<file path="config.mk">
export PLATFORM = sky130hd
export DESIGN_NAME = countdown_display_ctrl
export DESIGN_NICKNAME = d
export VERILOG_FILES = /design/src/rtl/countdown_display_ctrl.sv
export SDC_FILE = /design/constraint.sdc
export NUM_CORES = 1
export LEC_CHECK = 0
export ABC_AREA = 1
export ABC_CLOCK_PERIOD_IN_PS = 4190
export CORE_MARGIN = 2
export CORE_UTILIZATION = 60
export DETAILED_ROUTE_END_ITERATION = 16
export PLACE_DENSITY_LB_ADDON = 0.25
export SLEW_MARGIN = 20
export SYNTH_ARGS = -nofsm -noshare
export SYNTH_HDL_FRONTEND = slang
export SYNTH_SLANG_ARGS = --single-unit
</file>
<file path="constraint.sdc">
create_clock -name clk -period 4.19 [get_ports clk]
set_input_delay 0.838 -clock clk [delete_from_list [all_inputs] [get_ports clk]]
set_output_delay 0.838 -clock clk [all_outputs]
set_load 0.02 [all_outputs]
</file>
<file path="src/rtl/countdown_display_ctrl.sv">
// -----------------------------------------------------------------------------
// countdown_display_ctrl
//
// Owns the 4-bit display code (0..10) that feeds the two-digit seven-segment
// decoder. It implements a loadable countdown with load, start, pause/resume
// and abort controls, plus a one-cycle expiry pulse. A prescaler divides the
// clock down to the countdown step rate.
//
// Optional build macro: DONE_BLINK_EN
//   Defined   : in DONE, disp_code alternates 0 / 4'hF (decoder blank) on every
//               prescaler tick, starting at 0 on DONE entry.
//   Undefined : disp_code always equals the count value.
//
// Parameters:
//   CLKS_PER_TICK : clock cycles per countdown step (>= 2)
//   MAX_VAL       : saturation limit for loaded values (<= 10)
//
// Ports:
//   clk       in   system clock, rising edge
//   rst       in   synchronous active-high reset
//   load      in   capture load_val (level-sampled)
//   load_val  in   [3:0] start value, saturated to MAX_VAL
//   start     in   begin or resume countdown
//   pause     in   freeze countdown
//   abort     in   return to IDLE, keep current value
//   disp_code out  [3:0] code to the seven-segment decoder
//   running   out  high in RUN
//   paused    out  high in PAUSED
//   expired   out  one-cycle pulse when the count reaches 0
//
// Input priority each cycle: rst > abort > pause > start > load.
// -----------------------------------------------------------------------------
module countdown_display_ctrl #(
  parameter int CLKS_PER_TICK = 50000000,
  parameter int MAX_VAL       = 10
) (
  input  logic       clk,
  input  logic       rst,
  input  logic       load,
  input  logic [3:0] load_val,
  input  logic       start,
  input  logic       pause,
  input  logic       abort,
  output logic [3:0] disp_code,
  output logic       running,
  output logic       paused,
  output logic       expired
);

  localparam int PW = $clog2(CLKS_PER_TICK);

  localparam logic [PW-1:0] PSC_LAST = PW'(CLKS_PER_TICK - 1);
  localparam logic [PW-1:0] PSC_ONE  = PW'(32'd1);
  localparam logic [3:0]    MAX_CODE = 4'(MAX_VAL);

  typedef enum logic [1:0] {
    ST_IDLE   = 2'd0,
    ST_RUN    = 2'd1,
    ST_PAUSED = 2'd2,
    ST_DONE   = 2'd3
  } state_t;

  state_t        state_r;
  logic [3:0]    value_r;
  logic [PW-1:0] psc_r;

  logic          tick_s;
  logic [3:0]    sat_val_s;

  // Prescaler wrap marks a countdown step.
  assign tick_s = (psc_r == PSC_LAST);

  // Loaded values above the limit are clamped.
  assign sat_val_s = (load_val > MAX_CODE) ? MAX_CODE : load_val;

  // Countdown FSM with value, prescaler and all registered outputs.
  always_ff @(posedge clk) begin
    if (rst) begin
      state_r   <= ST_IDLE;
      value_r   <= 4'd0;
      psc_r     <= {PW{1'b0}};
      disp_code <= 4'd0;
      running   <= 1'b0;
      paused    <= 1'b0;
      expired   <= 1'b0;
    end else begin
      expired <= 1'b0;
      case (state_r)
        ST_IDLE: begin
          psc_r <= {PW{1'b0}};
          if (abort) begin
            state_r <= ST_IDLE;
          end else if (pause) begin
            state_r <= ST_IDLE;
          end else if (start) begin
            if (value_r != 4'd0) begin
              state_r <= ST_RUN;
              running <= 1'b1;
            end else begin
              // Starting from zero expires immediately.
              state_r   <= ST_DONE;
              expired   <= 1'b1;
              disp_code <= 4'd0;
            end
          end else if (load) begin
            value_r   <= sat_val_s;
            disp_code <= sat_val_s;
          end else begin
            state_r <= ST_IDLE;
          end
        end

        ST_RUN: begin
          if (abort) begin
            state_r <= ST_IDLE;
            psc_r   <= {PW{1'b0}};
            running <= 1'b0;
          end else if (pause) begin
            // Pause beats a coincident tick: prescaler and value freeze.
            state_r <= ST_PAUSED;
            running <= 1'b0;
            paused  <= 1'b1;
          end else begin
            psc_r <= tick_s ? {PW{1'b0}} : (psc_r + PSC_ONE);
            if (tick_s) begin
              if (value_r <= 4'd1) begin
                // Expiry pulse lands in the same cycle disp_code shows 0.
                state_r   <= ST_DONE;
                value_r   <= 4'd0;
                disp_code <= 4'd0;
                running   <= 1'b0;
                expired   <= 1'b1;
              end else begin
                value_r   <= value_r - 4'd1;
                disp_code <= value_r - 4'd1;
              end
            end else begin
              state_r <= ST_RUN;
            end
          end
        end

        ST_PAUSED: begin
          if (abort) begin
            state_r <= ST_IDLE;
            psc_r   <= {PW{1'b0}};
            paused  <= 1'b0;
          end else if (pause) begin
            state_r <= ST_PAUSED;
          end else if (start) begin
            paused <= 1'b0;
            if (value_r != 4'd0) begin
              // Resume keeps the frozen prescaler phase.
              state_r <= ST_RUN;
              running <= 1'b1;
            end else begin
              // A zero loaded while paused cannot count; expire instead of wrapping.
              state_r   <= ST_DONE;
              psc_r     <= {PW{1'b0}};
              expired   <= 1'b1;
              disp_code <= 4'd0;
            end
          end else if (load) begin
            value_r   <= sat_val_s;
            disp_code <= sat_val_s;
          end else begin
            state_r <= ST_PAUSED;
          end
        end

        ST_DONE: begin
          // Prescaler free-runs in DONE; only the blink pattern uses it.
          psc_r <= tick_s ? {PW{1'b0}} : (psc_r + PSC_ONE);
`ifdef DONE_BLINK_EN
          if (tick_s) begin
            disp_code <= (disp_code == 4'h0) ? 4'hF : 4'h0;
          end else begin
            disp_code <= disp_code;
          end
`endif
          if (abort) begin
            state_r   <= ST_IDLE;
            psc_r     <= {PW{1'b0}};
            disp_code <= value_r;
          end else if (pause) begin
            state_r <= ST_DONE;
          end else if (start) begin
            state_r <= ST_DONE;
          end else if (load) begin
            state_r   <= ST_IDLE;
            psc_r     <= {PW{1'b0}};
            value_r   <= sat_val_s;
            disp_code <= sat_val_s;
          end else begin
            state_r <= ST_DONE;
          end
        end

        default: begin
          state_r   <= ST_IDLE;
          psc_r     <= {PW{1'b0}};
          disp_code <= value_r;
          running   <= 1'b0;
          paused    <= 1'b0;
        end
      endcase
    end
  end

endmodule

</file>
# ---- Word level (Yosys, flattened, before mapping)
# Cells that the tools add are included.
dict set report totals {
  reg_bits 39
  inputBits 10
  out_inout_bits 7
  elab_cells 124
}
dict set report classes {
  add_sub_neg 2
  order_cmp 2
  n_eq_ne 28
  mux 73
  n_reduce_logical 12
}
# cell n
set op_table {}
lappend op_table {{2-to-1 mux 26 bit} 11}
lappend op_table {{one-hot mux 26 bit (4 select lines)} 1}
lappend op_table {{2-to-1 mux 4 bit} 17}
lappend op_table {{2-to-1 mux 2 bit} 17}
lappend op_table {{adder 26 x 1 -> 26 bit, second input constant} 1}
lappend op_table {{== test 26 bit, second input constant} 1}
lappend op_table {{2-to-1 mux 1 bit} 21}
lappend op_table {{inequality test 3 bit, second input constant} 7}
lappend op_table {{inequality test 2 bit, second input constant} 9}
lappend op_table {{inequality test 5 bit, second input constant} 3}
lappend op_table {{AND reduction 7 bit} 2}
lappend op_table {{one-hot mux 4 bit (3 select lines)} 1}
lappend op_table {{inequality test 4 bit, second input constant} 2}
lappend op_table {{one-hot mux 2 bit (4 select lines)} 1}
lappend op_table {{one-hot mux 4 bit (2 select lines)} 1}
lappend op_table {{AND reduction 8 bit} 1}
lappend op_table {{inequality test 2 x 1 -> 1 bit, second input constant} 3}
lappend op_table {{one-hot mux 1 bit (2 select lines)} 3}
lappend op_table {{AND reduction 5 bit} 1}
lappend op_table {{== test 2 bit, second input constant} 2}
lappend op_table {{> comparator 4 bit, second input constant} 1}
lappend op_table {{<= comparator 4 x 1 -> 1 bit, second input constant} 1}
lappend op_table {{AND reduction 4 bit} 1}
lappend op_table {{nonzero test 2 bit} 2}
lappend op_table {{7 further kinds} 7}

# ---- Logic depth before layout (Yosys ltp)
dict set report depth {
  ltp_word 7
  mapped_depth 11
  depth_no_buf 11
}

# ---- Least setup slack after synthesis
# Ideal clock, no wire load.
dict set report synth_timing {
  kind {input port to flip-flop}
  startpoint {input abort}
  endpoint {register disp_code[0]}
  t_arrival_ps 1777
  setup_slack_ps 2298
  stages 9
  n_path_buf 1
  path_cell_list {buf_4 -> inv_2 -> nand2_1 -> inv_2 -> a21oi_1 -> a21oi_2 -> nand3_1 -> nand2_1 -> nor2_1}
}
dict set report synth_between {
  elab_chain_len 2
  elab_cells_between_ends 7
  classes_between {eq/ne: 4; mux: 2; reduce/logical: 1}
}
# element line_no
set synth_rtl {}
lappend synth_rtl {{start: declaration} 43} ;# input logic abort,
lappend synth_rtl {{inequality test 3 bit (no source line) (tied with other cells)} -}
lappend synth_rtl {{AND reduction 8 bit (no source line) or one-hot mux 4 bit (3 select lines) (tied branches)} -}
lappend synth_rtl {{end signal: assignment} 107} ;# disp_code <= sat_val_s;
lappend synth_rtl {{end signal: assignment} 135} ;# disp_code <= value_r - 4'd1;
lappend synth_rtl {{end signal: assignment} 165} ;# disp_code <= sat_val_s;
lappend synth_rtl {{end: declaration} 44} ;# output logic [3:0] disp_code,
# Parallel ways exist; a longest one is shown, timed or not.
# A chain may end at the register's enable or synchronous reset.

# ---- Worst setup path in the final report
dict set report layout_timing {
  startpoint {input abort}
  endpoint {register psc_r[21]}
}
dict set report layout_between {
  elab_chain_len 2
  elab_cells_between_ends 9
  classes_between {eq/ne: 4; mux: 4; reduce/logical: 1}
}
# element line_no
set layout_rtl {}
lappend layout_rtl {{inequality test 3 bit (no source line) (tied with other cells)} -}
lappend layout_rtl {{AND reduction 4 bit (no source line) or one-hot mux 26 bit (4 select lines) (tied branches)} -}
lappend layout_rtl {{end signal: assignment} 81} ;# psc_r <= {PW{1'b0}};
lappend layout_rtl {{end signal: assignment} 90} ;# psc_r <= {PW{1'b0}};
lappend layout_rtl {{end signal: assignment} 116} ;# psc_r <= {PW{1'b0}};
lappend layout_rtl {{end: declaration} 65} ;# logic [PW-1:0] psc_r;
# Parallel ways exist; a longest one is shown, timed or not.

==> out/metrics.yaml <==
initial_core_util_pct: 62.64
status: "complete, no violations"
globalRouteOverflowTotal: 0
p_leak_nw: 1.160
final_cells: 490
core_region_area_sq_um: 4354
synth_area_sq_um: 2728
num_vias: 2648
synth_common_cells: "90 x nand2_1, 79 x nor2_1, 47 x inv_1"
dieArea_sq_um: 5102
hold_buffers: 0
register_area_sq_um: 780.7
worstPathMaxFanout: 33
worstMarginPinSlew_ps: 559.6
tritoncts: "done"
hold_class: "flip-flop to flip-flop"
yosysTopAreaCellShare_pct: 28.62
antenna_found_initial: 0
wire_per_inst_um: 12.50
drc: 0
grt_max_degree: 34
syn_nets: 439
drt_iter0_drc: 185
maxSlewHeadroom_pct: 62.56
max_freq_mhz: 361.1
skew_ps: 5.620
final_util_pct: 67.93
yosysMostFrequentCell: "nand2_1"
ant_nets: 0
die_h_um: 71.43
hold_violations: 0
tns_ps: 0
yosys_warnings: 0
place_inst: 482
vdd_drop_max_mv: 0.1892
clockBufferDepth: 2
arrival_ps: 2940
drive_above_1_share_pct: 11.64
grt.total_usage_pct: 25.94
rsz0062_at_grt: "no"
dp_hpwl_um: 4479
root_buffer: "clkbuf_8"
place.gp.congestion: 0.9198
path_class: "primary input to flip-flop"
ctsResizeCount: 0
synthArstFlopShare_pct: 0
cts_setup_buffers: 0
cts-buffers-inserted: 5
clock_sinks: 39
synth_cells: 426
multi_input_area_sq_um: 1629
path_clk_slew_ps: 80
synth-edff-count: 0
synth_area_leaders: "dfxtp_1 29%, nand2_1 12%, nor2_1 11%, nand3_1 7.9%, inv_1 6.5%"
clock_latency_ps: 300
num_io_pins: 17
setup_viol: 0
die_w_um: 71.43
grt_pass1_vias: 2383
crit_path_start_kind: "primary input"
finalCritPeriodShare_pct: 66.09
postRouteWirelength_um: 6127
io_buffers: 16
dr.pass1.iters: 4
synth_top_cell_by_area: "dfxtp_1"
ys_ff_latch: 39
drv_cap: 0
ys_types: 34
required_ps: 4360
power_density_nw_per_um2: 286.4
syn_to_final_growth_pct: 8.440
grt_pass1_wl_um: 10740
n_antenna_cell: 0
avgSynthCellArea_sq_um: 6.403
critPathCaptureType: "flip-flop"
yosysSeqAreaShare_pct: 28.62
ys.flop_type: "dfxtp_1"
via_per_inst: 5.404
nFillCells: 401
fin_crit_ps: 2769
nets: 450
h-tree-depth: 2
rows: 24
slew_violations: 0
cell type report:
type	instances	area share (%)
clock inverter	2	1.184
tap	52	2.200
inverter	54	6.937
clock buffer	6	2.792
timing repair buffer	16	5.415
sequential	39	26.40
multi-input combinational	321	55.08
final timing paths:
| kind | startpoint | end | slack, ps | depth (start not counted) |
|---|---|---|---|---|
| worst max register to register | value_r[0]$_SDFFE_PP0P_ | psc_r[18]$_SDFFE_PP0P_ | 2010 | 9 |
| worst min register to register | running$_SDFFE_PP0P_ | running$_SDFFE_PP0P_ | 500 | 2 |
| worst max-delay path | abort | psc_r[21]$_SDFFE_PP0P_ | 1420 | 8 |
| worst min-delay path | running$_SDFFE_PP0P_ | running$_SDFFE_PP0P_ | 500 | 2 |
power breakdown:
group | internal, W | leakage, nW | switching (W) | total, W
logic | 0.0000441 | 0.783 | 0.0000749 | 0.000119
clock network | 0.000193 | 0.0612 | 0.000146 | 0.000339
registers | 0.000379 | 0.316 | 0.00000976 | 0.000389
per-stage QoR:
step / cell area (sq um) / worst slack [ps] / hold slack, ps / power, W
final: 2958 / 1421 / 503.5 / 0.0008471
after global routing: 2958 / 1222 / 531.4 / 0.0008775
after CTS: 2958 / 1433 / 506.3 / 0.0008483
after detailed placement: 2840 / 1136 / 482.4 / 0.0005150
after global placement: 2840 / 1200 / 480.5 / 0.0005128
after floorplan: 2728 / 2298 / 473.1 / 0.0004837
kinds of logic after synthesis:
| group | Yosys count | synth area share (%) |
|---|---|---|
| fa+ha+maj | 3 | 1.376 |
| xor+xnor | 6 | 1.927 |
| flops | 39 | 28.62 |
| compound gates | 43 | 8.762 |
| buf+inv | 66 | 11.65 |
| simple gates | 269 | 47.66 |
critical path, stage by stage:
cell and delay (ps):
clkdlybuf4s50_1 730, inv_2 140, nand3_1 140, nand2_1 90, nand2_4 280, nand2_2 140, nand2_2 440, nor2_1 120
flip-flops by register name (all words and copies together), names as in the netlist:
register and flops:
paused 1, expired 1, disp_code 4, psc_r 26
running 1, value_r 4, state_r 2
placed cells by master, fill, tap and decap left out, types with 6 or more instances in the layout:
cell             synthesis  routed
nor2_4                   6       6
a21oi_1                 24      24
nor2_1                  79      79
dfxtp_1                 39      39
nand2_1                 90      90
nor3_2                   7       7
xor2_1                   6       6
nand4_1                 16      16
nand3_1                 43      43
clkbuf_8                 0       6
clkdlybuf4s50_1          0      16
inv_2                    6       6
nand2_2                  7       7
o21ai_0                 10      10
nor3_1                   8       8
inv_1                   47      47
metal layers:
| metal | up-vias | global-route usage, % | wire length [um] | part of all wire (%) |
|---|---|---|---|---|
| met5 | - | 0 | 0 | 0 |
| met4 | 0 | 6.709 | 61 | 1.0 |
| met3 | 7 | 5.204 | 311 | 5.1 |
| met2 | 69 | 39.30 | 2697 | 44 |
| met1 | 1180 | 37.86 | 3058 | 50 |
| li1 | 1392 | - | - | - |
Power figures use the tool's default switching activity.
